`src/rtl/oam_dma_pkg.sv`:
```
// Shared types and bus addresses for the NES sprite DMA sequencer.
// The register addresses are also used by the PPU and the address decoder.
package oam_dma_pkg;

    typedef enum logic [2:0] {
        IDLE,
        HALT,
        ALIGN,
        READ,
        WRITE
    } dma_state_t;

    localparam logic [15:0] DMA_REG_ADDR  = 16'h4014;
    localparam logic [15:0] OAM_DATA_ADDR = 16'h2004;

endpackage

```
`src/rtl/oam_dma.sv`:
```
// Sprite DMA: snoops CPU writes to the DMA register, stalls the CPU and copies
// one 256-byte page to the OAM data port as alternating read/write bus cycles.
module oam_dma
    import oam_dma_pkg::*;
#(
    parameter int unsigned          ADDR_N   = 16,
    parameter int unsigned          DATA_N   = 8,
    parameter logic [ADDR_N-1:0]    DMA_REG  = DMA_REG_ADDR,
    parameter logic [ADDR_N-1:0]    OAM_DATA = OAM_DATA_ADDR
) (
    input  logic              clk_i,
    input  logic              rst_i,
    input  logic [ADDR_N-1:0] cpu_addr_i,
    input  logic [DATA_N-1:0] cpu_wdata_i,
    input  logic              cpu_we_i,
    output logic              cpu_rdy_o,
    output logic [ADDR_N-1:0] bus_addr_o,
    output logic [DATA_N-1:0] bus_wdata_o,
    output logic              bus_we_o,
    input  logic [DATA_N-1:0] bus_rdata_i,
    output logic              dma_busy_o
);

    dma_state_t        state_q, state_d;
    logic [DATA_N-1:0] page_q, page_d;
    logic [7:0]        cnt_q, cnt_d;
    logic [DATA_N-1:0] buf_q, buf_d;
    logic              parity_q;

    always_ff @(posedge clk_i or posedge rst_i) begin
        if (rst_i) begin
            state_q  <= IDLE;
            page_q   <= '0;
            cnt_q    <= '0;
            buf_q    <= '0;
            parity_q <= 1'b0;
        end else begin
            state_q  <= state_d;
            page_q   <= page_d;
            cnt_q    <= cnt_d;
            buf_q    <= buf_d;
            parity_q <= ~parity_q;
        end
    end

    always_comb begin
        state_d     = state_q;
        page_d      = page_q;
        cnt_d       = cnt_q;
        buf_d       = buf_q;
        cpu_rdy_o   = 1'b0;
        bus_addr_o  = cpu_addr_i;
        bus_wdata_o = cpu_wdata_i;
        bus_we_o    = 1'b0;

        unique case (state_q)
            IDLE: begin
                cpu_rdy_o = 1'b1;
                bus_we_o  = cpu_we_i;
                if (cpu_we_i && (cpu_addr_i == DMA_REG)) begin
                    page_d  = cpu_wdata_i;
                    cnt_d   = '0;
                    state_d = HALT;
                end
            end
            // An odd-parity HALT goes straight to READ so reads stay on even cycles.
            HALT:  state_d = parity_q ? READ : ALIGN;
            ALIGN: state_d = READ;
            READ: begin
                bus_addr_o = ADDR_N'({page_q, cnt_q});
                buf_d      = bus_rdata_i;
                state_d    = WRITE;
            end
            WRITE: begin
                bus_addr_o  = OAM_DATA;
                bus_wdata_o = buf_q;
                bus_we_o    = 1'b1;
                cnt_d       = cnt_q + 8'd1;
                state_d     = (cnt_q == 8'hff) ? IDLE : READ;
            end
            default: state_d = IDLE;
        endcase
    end

    assign dma_busy_o = (state_q != IDLE);

endmodule

```
`config.mk`:
```
export PLATFORM = sky130hd
export DESIGN_NAME = oam_dma
export DESIGN_NICKNAME = d
export VERILOG_FILES = /design/src/rtl/oam_dma_pkg.sv /design/src/rtl/oam_dma.sv
export SDC_FILE = /design/constraint.sdc
export NUM_CORES = 1
export LEC_CHECK = 0
export ABC_AREA = 1
export BUFFER_PORTS_ARGS = -buffer_cell sky130_fd_sc_hd__buf_2
export CAP_MARGIN = 0
export CORE_UTILIZATION = 35
export CTS_CLUSTER_SIZE = 24
export DETAILED_ROUTE_END_ITERATION = 8
export PLACE_DENSITY_LB_ADDON = 0.1
export SLEW_MARGIN = 5
export SYNTH_ARGS = -nofsm -noshare
export SYNTH_HDL_FRONTEND = slang
export SYNTH_SLANG_ARGS = --single-unit
```
`constraint.sdc`:
```
create_clock -name clk_i -period 2.4 [get_ports clk_i]
set_input_delay 0.24 -clock clk_i [delete_from_list [all_inputs] [get_ports clk_i]]
set_output_delay 0.24 -clock clk_i [all_outputs]
set_load 0.01 [all_outputs]
```
==> impl_summary.log <==
INFO  metric seq_area_frac_synth = 39.9%
INFO  metric synth.avg_cell_area = 7.02 um^2
INFO  metric clock_tree.root_cell = clkbuf_8
INFO  metric cts-buffers-inserted = 3
INFO  metric synth.ff_latch_count = 28
INFO  metric firstDrtPassIters = 4
INFO  metric clock_latency = 0.28 ns
INFO  metric antenna_cells_inserted = 0
INFO  metric ys.warnings.count = 0
INFO  metric place.gp.congestion = 0.746
INFO  metric critical-path-slowest-cell = dfrtp_1
INFO  metric grt_antenna_before_repair = 0
INFO  metric synth_top_area_share = 39.9%
INFO  metric first_pass_grt_wire_length = 7.88 mm
INFO  metric route.antenna.remaining_nets = 0
INFO  metric worst_clock_skew = 0.00622 ns
INFO  metric initial_core_util = 36.7%
INFO  metric finalMaxSlewViolations = 0
INFO  metric first_global_vias = 1684
INFO  metric worstPathMaxFanout = 12
INFO  metric hold_class = in2async
INFO  metric post_synth_main_area_contributors = dfrtp_1, nand2_1, inv_1
INFO  metric status = finished, final reports clean
INFO  metric critPathRequiredTime = 2.16 ns
INFO  metric routed_wirelength = 4.60 mm
INFO  metric ys_types = 25
INFO  metric synth_flop_cell = dfrtp_1
INFO  metric cts.repair_timing.setup_buffer_count = 0
INFO  metric first_iter_violations = 79
INFO  metric synthDominantAreaCellType = dfrtp_1
INFO  metric die_y = 72.8 um
INFO  metric transition_at_the_pin_with_the_smallest_max_transition_slack = 0.402 ns
INFO  metric p_leak = 1.27 nW
INFO  metric fmaxAchievable = 466 MHz
INFO  metric area_growth_syn_to_layout = 24.5%
INFO  metric placement_rows = 25
INFO  metric global_route.usage.total = 19.6%
INFO  metric critical-path-max-stage-delay = 0.42 ns
INFO  metric max-clock-path-buffers = 2
INFO  metric place.port_buffers = 61
INFO  metric ctsResizeCount = 0
INFO  metric vias_per_cell = 4.55
INFO  metric number_of_enable_flip_flop_cells_after_synthesis = 0
INFO  metric worst-endpoint-arrival = 1.91 ns
INFO  metric die_area = 0.00530 mm^2
INFO  metric vias = 1716
INFO  metric clkTransAtPathRegs = 0.10 ns
INFO  metric syn_area = 0.00175 mm^2
INFO  metric post_cts_hold_buffer_count = 0
INFO  metric finalPower = 1.88 mW
INFO  metric nNetsFinal = 347
INFO  metric vdd_drop_max = 503 uV
INFO  metric layout_worst_path_cycle_share = 89.4%
INFO  metric share_of_post_route_cells_with_drive_strength_above_1 = 27.1%
INFO  metric worst_setup_sp_type = flip-flop
INFO  metric critical_path.endpoint_type = output port
INFO  metric rsz0062_at_grt = false
INFO  metric totalNegativeSetupSlack = 0 ns
INFO  metric drt_drc_violations_left = 0
INFO  metric power_density = 862 mW/mm^2
INFO  metric hpwl = 3.44 mm
INFO  metric period_minus_slack = 2.15 ns
INFO  metric grt_start_max_net_pins = 29
INFO  metric ios = 62
INFO  metric ys_async_sr_fraction = 100%
INFO  metric clock_tree.htree_level_count = 1
INFO  metric cap_violations = 0
INFO  metric timing.critical_path.cells = inv_1, nand3_2, nand2_2, inv_2, nand2_1, o21ai_0, buf_2
INFO  metric synth_cells = 250
INFO  metric overflow = 0
INFO  metric cts_num_sinks = 28
INFO  metric detail_route.wl_per_cell = 12.2 um
INFO  metric timing.max_slew.rel_slack = 73.2%
INFO  metric die_w = 72.8 um
INFO  metric finalSetupViolCount = 0
INFO  metric final_hold_viol_count = 0
INFO  metric tritoncts = yes
INFO  metric syn-num-nets = 286
INFO  metric coreArea = 0.00479 mm^2
INFO  metric worst-setup-path-type = reg2out
==> placed cells by master, fill, tap and decap left out <==
master / n
clkbuf_8: 3
ha_1: 1
o21ai_0: 18
a21oi_1: 6
inv_2: 4
nand3b_1: 1
bufinv_16: 1
nand2_2: 1
inv_1: 46
buf_2: 61
o22a_1: 1
o22ai_1: 4
nand3_2: 3
nand2_1: 82
or2_2: 1
nand3_4: 1
nand4_1: 9
nor2_2: 2
dfrtp_1: 28
nand3_1: 17
nor2_8: 2
buf_4: 3
nor2_1: 9
nor2_4: 2
o21ai_1: 4
==> path summary, 6_finish.rpt <==
check	startpoint	to	slack [ns]	cells past startpoint
setup / recovery	state_q[2]	bus_addr_o[6]	0.25	7
max in group asynchronous	rst_i	cnt_q[1]	2.11	3
min in group clk_i	bus_rdata_i[0]	buf_q[0]	0.15	3
hold / removal	rst_i	page_q[7]	0.006	3
hold reg to reg	parity_q	parity_q	0.42	1
setup reg to reg	state_q[2]	buf_q[7]	0.85	4
==> synthesized netlist by cell type (3+ instances only) <==
cell type / number
o21ai_0: 18
o22ai_1: 4
a21oi_1: 6
nand4_1: 9
nor2_1: 9
dfrtp_1: 28
inv_1: 46
nand3_2: 3
buf_2: 4
nand3_1: 17
nand2_1: 82
o21ai_1: 4
inv_2: 4
==> kinds of logic (layout without fill, tap and decap cells) <==
family / Yosys count / after routing / share of synthesized area (%)
buffers and inverters: 58 / 118 / 13.8
DFF: 28 / 28 / 39.9
and+or+nand+nor: 130 / 130 / 35.7
adders and majority gates: 1 / 1 / 0.713
AOI/OAI and AO/OA: 33 / 33 / 9.91
==> through the flow <==
step,instances,hold slack (ns),cell area [um^2],worst slack (ns),util (%)
floorplan,250,0.305,1750,0.964,-
global placement,373,0.333,2110,0.586,44.1
detailed placement,373,0.332,2110,0.538,44.1
CTS,377,0.0162,2180,0.202,45.6
global route,377,0.0527,2180,0.114,45.6
finish,377,0.00607,2180,0.253,45.6
==> critical path: cells and delay by family, from the launching register on <==
kind / cells / cell delay [ns]
DFF: 1 / 0.42
AOI/OAI and AO/OA: 1 / 0.10
buffers and inverters: 3 / 0.49
and+or+nand+nor: 3 / 0.62
==> power breakdown <==
part	total, mW	switching (mW)	internal [mW]
Clock	0.381	0.157	0.223
Sequential	0.655	0.0779	0.577
Combinational	0.846	0.548	0.298
Total	1.88	0.783	1.10
==> metal layers <==
| layer | track usage, % | share of wire [%] | vias to the layer above |
|---|---|---|---|
| met5 | 0 | 0 | - |
| met1 | 25.0 | 45 | 773 |
| met4 | 5.66 | 1.4 | 0 |
| met3 | 3.87 | 3.9 | 6 |
| met2 | 33.6 | 50 | 43 |
| li1 | - | - | 894 |
==> state kept, by name, indices dropped and copies added (netlist names) <==
signal	count
buf_q	8
cnt_q	8
page_q	8
parity_q	1
state_q	3
==> cell type report <==
class	instances	area, um^2
Fill cell	544	2600
Clock inverter	1	30.0
Timing Repair Buffer	64	328
Sequential cell	28	701
Clock buffer	3	41.3
Tap cell	67	83.8
Multi-Input combinational cell	164	812
Inverter	50	188
(Power assumes the default switching activity.)
